[src/rtl/param_long_divider_if.sv]
// Operand/result bundle between datapath control and the long divider.
// Handshake: start_op is taken only while busy=0; done pulses once per accepted operation and the results/flags hold until the next done.
interface param_long_divider_if #(
    parameter int WIDTH = 16
);
    logic             start_op;
    logic             signed_op;
    logic [WIDTH-1:0] dividend;
    logic [WIDTH-1:0] divisor;
    logic [WIDTH-1:0] quotient;
    logic [WIDTH-1:0] remainder;
    logic             done;
    logic             busy;
    logic             div_by_zero;
    logic             overflow;
    logic [1:0]       state_dbg;

    modport master (
        output start_op, signed_op, dividend, divisor,
        input  quotient, remainder, done, busy, div_by_zero, overflow, state_dbg
    );

    modport slave (
        input  start_op, signed_op, dividend, divisor,
        output quotient, remainder, done, busy, div_by_zero, overflow, state_dbg
    );
endinterface

[src/rtl/param_long_divider.sv]
// Multi-cycle restoring divider, signed or unsigned per operation, fixed latency of WIDTH+3 edges
// (divide-by-zero short-cuts to a single edge after accept).
module param_long_divider #(
    parameter int WIDTH = 16,
    parameter int CNT_W = $clog2(WIDTH + 1)
) (
    input  logic               clk,
    input  logic               rst,
    param_long_divider_if.slave bus
);
    localparam logic [1:0] S_IDLE = 2'd0;
    localparam logic [1:0] S_PREP = 2'd1;
    localparam logic [1:0] S_ITER = 2'd2;
    localparam logic [1:0] S_FIX  = 2'd3;

    localparam logic [WIDTH-1:0] MIN_VAL = {1'b1, {(WIDTH-1){1'b0}}};
    localparam logic [CNT_W-1:0] LAST    = CNT_W'(WIDTH - 1);

    logic [1:0]       state;
    logic [CNT_W-1:0] count;
    logic [WIDTH-1:0] dvd_r, dvs_r, dvs_mag, quot, rem;
    logic             signed_r, sign_q, sign_r, dbz_r, ovf_r;
    logic [WIDTH-1:0] quotient_r, remainder_r;
    logic             done_r, dbz_out, ovf_out;

    logic [WIDTH:0]   rem_sh;
    logic             ge;
    logic [WIDTH-1:0] rem_next, dvd_abs, dvs_abs, quot_fix, rem_fix;

    always_comb begin
        // The shifted partial remainder needs WIDTH+1 bits; after the trial
        // subtraction it is always below the divisor and fits in WIDTH bits.
        rem_sh   = {rem, quot[WIDTH-1]};
        ge       = (rem_sh >= {1'b0, dvs_mag});
        rem_next = ge ? (rem_sh[WIDTH-1:0] - dvs_mag) : rem_sh[WIDTH-1:0];
        dvd_abs  = dvd_r[WIDTH-1] ? -dvd_r : dvd_r;
        dvs_abs  = dvs_r[WIDTH-1] ? -dvs_r : dvs_r;
        quot_fix = sign_q ? -quot : quot;
        rem_fix  = sign_r ? -rem : rem;
    end

    always_ff @(posedge clk) begin
        if (rst) begin
            state       <= S_IDLE;
            count       <= '0;
            dvd_r       <= '0;
            dvs_r       <= '0;
            dvs_mag     <= '0;
            quot        <= '0;
            rem         <= '0;
            signed_r    <= 1'b0;
            sign_q      <= 1'b0;
            sign_r      <= 1'b0;
            dbz_r       <= 1'b0;
            ovf_r       <= 1'b0;
            quotient_r  <= '0;
            remainder_r <= '0;
            done_r      <= 1'b0;
            dbz_out     <= 1'b0;
            ovf_out     <= 1'b0;
        end else begin
            done_r <= 1'b0;
            case (state)
                S_IDLE: begin
                    if (bus.start_op) begin
                        dvd_r    <= bus.dividend;
                        dvs_r    <= bus.divisor;
                        signed_r <= bus.signed_op;
                        dbz_r    <= (bus.divisor == '0);
                        ovf_r    <= bus.signed_op && (bus.dividend == MIN_VAL) && (bus.divisor == '1);
                        state    <= (bus.divisor == '0) ? S_FIX : S_PREP;
                    end
                end
                S_PREP: begin
                    // |MIN| = 2^(WIDTH-1) is exact when read back as unsigned.
                    quot    <= signed_r ? dvd_abs : dvd_r;
                    dvs_mag <= signed_r ? dvs_abs : dvs_r;
                    rem     <= '0;
                    sign_q  <= signed_r & (dvd_r[WIDTH-1] ^ dvs_r[WIDTH-1]);
                    sign_r  <= signed_r & dvd_r[WIDTH-1];
                    count   <= '0;
                    state   <= S_ITER;
                end
                S_ITER: begin
                    rem   <= rem_next;
                    quot  <= {quot[WIDTH-2:0], ge};
                    count <= count + 1'b1;
                    if (count == LAST) state <= S_FIX;
                end
                default: begin
                    if (dbz_r) begin
                        quotient_r  <= '1;
                        remainder_r <= dvd_r;
                    end else begin
                        quotient_r  <= quot_fix;
                        remainder_r <= rem_fix;
                    end
                    dbz_out <= dbz_r;
                    ovf_out <= ovf_r;
                    done_r  <= 1'b1;
                    state   <= S_IDLE;
                end
            endcase
        end
    end

    assign bus.quotient    = quotient_r;
    assign bus.remainder   = remainder_r;
    assign bus.done        = done_r;
    assign bus.busy        = (state != S_IDLE);
    assign bus.div_by_zero = dbz_out;
    assign bus.overflow    = ovf_out;
    assign bus.state_dbg   = state;
endmodule

[src/flat_wrapper.sv]
// flat-port wrapper written by rule: the top's interface ports become plain ports
module param_long_divider_flat 
#(
    parameter int WIDTH = 16,
    parameter int CNT_W = $clog2(WIDTH + 1)
)
  (clk, rst, bus_start_op, bus_signed_op, bus_dividend, bus_divisor, bus_quotient, bus_remainder, bus_done, bus_busy, bus_div_by_zero, bus_overflow, bus_state_dbg);
  param_long_divider_if #(.WIDTH(WIDTH)) bus_i ();
  input  logic clk;
  input  logic rst;
  input wire logic [$bits(bus_i.start_op)-1:0] bus_start_op;
  input wire logic [$bits(bus_i.signed_op)-1:0] bus_signed_op;
  input wire logic [$bits(bus_i.dividend)-1:0] bus_dividend;
  input wire logic [$bits(bus_i.divisor)-1:0] bus_divisor;
  output wire logic [$bits(bus_i.quotient)-1:0] bus_quotient;
  output wire logic [$bits(bus_i.remainder)-1:0] bus_remainder;
  output wire logic [$bits(bus_i.done)-1:0] bus_done;
  output wire logic [$bits(bus_i.busy)-1:0] bus_busy;
  output wire logic [$bits(bus_i.div_by_zero)-1:0] bus_div_by_zero;
  output wire logic [$bits(bus_i.overflow)-1:0] bus_overflow;
  output wire logic [$bits(bus_i.state_dbg)-1:0] bus_state_dbg;
  assign bus_i.start_op = bus_start_op;
  assign bus_i.signed_op = bus_signed_op;
  assign bus_i.dividend = bus_dividend;
  assign bus_i.divisor = bus_divisor;
  assign bus_quotient = bus_i.quotient;
  assign bus_remainder = bus_i.remainder;
  assign bus_done = bus_i.done;
  assign bus_busy = bus_i.busy;
  assign bus_div_by_zero = bus_i.div_by_zero;
  assign bus_overflow = bus_i.overflow;
  assign bus_state_dbg = bus_i.state_dbg;
  param_long_divider #(.WIDTH(WIDTH), .CNT_W(CNT_W)) u_core (.clk(clk), .rst(rst), .bus(bus_i));
endmodule
[config.mk]
export PLATFORM = sky130hd
export DESIGN_NAME = param_long_divider_flat
export DESIGN_NICKNAME = d
export VERILOG_FILES = /design/src/rtl/param_long_divider_if.sv /design/src/rtl/param_long_divider.sv /design/src/flat_wrapper.sv
export SDC_FILE = /design/constraint.sdc
export NUM_CORES = 1
export LEC_CHECK = 0
export ABC_AREA = 1
export ABC_CLOCK_PERIOD_IN_PS = 2000
export BUFFER_PORTS_ARGS = -buffer_cell sky130_fd_sc_hd__buf_4
export CORE_ASPECT_RATIO = 0.5
export CORE_MARGIN = 5
export CORE_UTILIZATION = 42
export CTS_BUF_LIST = sky130_fd_sc_hd__clkbuf_16
export CTS_CLUSTER_SIZE = 10
export DETAILED_ROUTE_END_ITERATION = 16
export PLACE_DENSITY_LB_ADDON = 0.1
export SLEW_MARGIN = 20
export SYNTH_ARGS = -nofsm -noshare
export SYNTH_HDL_FRONTEND = slang
export SYNTH_SLANG_ARGS = --single-unit
export TNS_END_PERCENT = 1
[constraint.sdc]
create_clock -name clk -period 2 [get_ports clk]
set_input_delay 0.1 -clock clk [delete_from_list [all_inputs] [get_ports clk]]
set_output_delay 0.1 -clock clk [all_outputs]
set_load 0.05 [all_outputs]
==> metrics.txt <==
YS warnings 0; Yosys top cell by area dfxtp_1; asr flop ratio synth 0; FP Rows 35; antenna-violating nets left 0; VDD IR max 0.000848 V; critical path class reg2reg; CP endpoint kind register; hold crit path type in2reg; Die X-Extent 202 um; Skew-Pair Late Insertion Delay 420 ps; CTS max path bufs 2; nets 1363; GRT Resource Usage Total 0.231; Worst path slowest cell dfxtp_1; Primary FF master, synth dfxtp_1; max_slew headroom 0.509; Mapped Area 7710 um2; syn_nets 1247; syn_area_per_cell 6.51 um2; largest net degree at the start of global routing 63; H-tree levels 4; DRC viols 0; Initial Util 0.423; crit start category register; Overall Power 0.0164 W; CP arrival 2180 ps; Final period util 0.958; Core Area 18200 um2; Min Clock Period, post-route 1920 ps; Avg WL per Cell 15.8 um; R2R cell count 10; RSZ-0062 raised after global routing yes; I/O Buffers 73; pre-CTS WS -5.24 ps; Setup WS post-layout 83.3 ps; number of I/O pins 74; routed vias 7929; diodes inserted 0; top-count cell post-synth nand2_1; number of synthesized flops with an enable pin 0; top cells by count, synth nand2_1 (262), inv_1 (167), dfxtp_1 (127), nor2_1 (108), a21oi_1 (106); share of cells above drive strength 1 0.186; endpoints failing hold 0; CP required 2260 ps; Post-Route WL 24500 um; Root Buffer clkbuf_16; final setup vio count 0; routability cong. 0.906; status finished clean; Clock Sink Count 127; Synth area leaders dfxtp_1 (33%), nand2_1 (13%), inv_1 (8.1%), a21oi_1 (6.9%), o21ai_0 (5.4%); Seq/Total Area, Yosys 0.330; CTS tree yes; synth unique cells 42; share of the synthesized area in the top cell type 0.330; Fin Hold WS 5.99 ps; drt first pass iters 5; clock skew 5.97 ps; Die Ht 106 um; hold depth 3; CP max stage delay 400 ps; CTS Buf Count 17; Max-Cap Viols 0; Achievable Freq 0.522 GHz; grt total ovfl 0; Post-Synthesis Cells 1184; die area 21300 um2; most used cell, CP nand2_1; first-pass GRT wire length 39800 um; Layout area overhead 27.2%; register bit total from synthesis 127; dpl hpwl 18800 um; 1st-iter DRT viols 447; Clock transition at path regs 50 ps; Leak Pwr 4.48 nW; Worst-Margin Slew 736 ps; max-slew violations 0; vias in the first global route 7588; Vias/cell 5.11; initial antenna violation count 0; Critical Path Fanout Max 4; power per cell area 1670 nW/um2; worst path cell trace ha_4 -> nand2_1 -> nand2_1 -> buf_4 -> a21oi_1 -> nand2_1 -> xnor2_1 -> nand2_1 -> nand3_1 -> a21oi_1
worst max-delay path, delay by kind of cell (launching register included):
| kind | cells | cell delay (ps) |
|---|---|---|
| and+or+nand+nor | 5 | 430 |
| AOI/OAI and AO/OA | 2 | 210 |
| DFF | 1 | 400 |
| xor gates and xnor gates | 1 | 300 |
| buffers and inverters | 1 | 150 |
| adders and majority gates | 1 | 250 |
metrics by stage:
step	cell area (um2)	instances	TNS [ps]	util
floorplan	7710	1184	0	-
global placement	8810	1502	0	0.483
detailed placement	8810	1502	-5.24	0.483
CTS	9570	1551	-1.13	0.525
global route	9810	1553	-83.8	0.539
finish	9810	1553	0	0.539
registers in the layout, summed over array words and instances, names as in the netlist:
signal and count:
u_core.bus.state_dbg 2, u_core.sign_q 1, u_core.dvs_mag 16, u_core.ovf_r 1
u_core.bus.div_by_zero 1, u_core.quot 16, u_core.count 5, u_core.bus.overflow 1
u_core.bus.remainder 16, u_core.dvs_r 16, u_core.sign_r 1, u_core.rem 16
u_core.bus.done 1, u_core.dbz_r 1, u_core.bus.quotient 16, u_core.signed_r 1
u_core.dvd_r 16
layout make-up:
type,instances,area [um2]
well taps,240,300
repair buffers,149,1210
fillers,1820,8400
flip-flops and latches,127,2550
clock buffers,17,425
clock inverters,15,153
multi-input cells,831,4520
inverters,174,653
worst paths after layout:
| check | from | endpoint | slack (ps) |
|---|---|---|---|
| max | u_core.rem[5]$_SDFFE_PP0N_ | u_core.rem[7]$_SDFFE_PP0N_ | 80 |
| min | bus_dividend[0] | u_core.dvd_r[0]$_SDFFE_PP0P_ | 6 |
| max reg2reg | u_core.rem[5]$_SDFFE_PP0N_ | u_core.rem[7]$_SDFFE_PP0N_ | 80 |
| min reg2reg | u_core.dvs_mag[15]$_SDFFE_PP0N_ | u_core.dvs_mag[15]$_SDFFE_PP0N_ | 460 |
cell usage in the layout, fill, tap and decap left out, types with 6 or more instances in the layout:
master / instances
nand2_1: 253
inv_1: 168
buf_4: 127
dfxtp_1: 124
a21oi_1: 106
nor2_1: 103
o21ai_0: 83
nand3_1: 80
nand2_2: 20
nand4_1: 18
clkbuf_16: 17
dlygate4sd3_1: 17
ha_1: 14
nand3_2: 13
nor3_1: 12
ha_4: 12
xor2_1: 11
a21oi_2: 11
o22ai_1: 10
a31oi_1: 10
o211ai_1: 9
o221ai_1: 9
xnor2_1: 8
inv_2: 7
nand3b_1: 7
nor2_2: 6
nor4_1: 6
power by group:
| part | switching (W) | internal (W) | total (W) |
|---|---|---|---|
| Combinational | 0.00605 | 0.00365 | 0.00969 |
| Sequential | 0.000534 | 0.00309 | 0.00363 |
| Clock | 0.00115 | 0.00193 | 0.00308 |
routing by layer:
metal | vias up | share of wire | GRT usage
li1 | 4094 | - | -
met1 | 3654 | 0.50 | 0.326
met2 | 148 | 0.44 | 0.365
met3 | 33 | 0.046 | 0.0473
met4 | 0 | 0.016 | 0.0536
met5 | - | 0 | 0
cell families (layout without fill, tap and decap cells):
logic type,after synthesis,in the layout,synth area share
compound gates,252,252,0.183
xor+xnor,20,20,0.0227
simple gates,532,532,0.305
fa+ha+maj,27,27,0.0448
buf+inv,226,355,0.115
flops,127,127,0.330
what timing repair did:
| item | CTS | global route |
|---|---|---|
| setup endpoints to repair | 7 | 20 |
| resized for setup | 5 | 40 |
| setup buffers | 0 | 2 |
| endpoints found under the hold margin | 18 | 0 |
| hold buffers | 17 | 0 |
| pin swaps | 0 | 5 |
No activity file was read; power rests on OpenSTA's default activity.
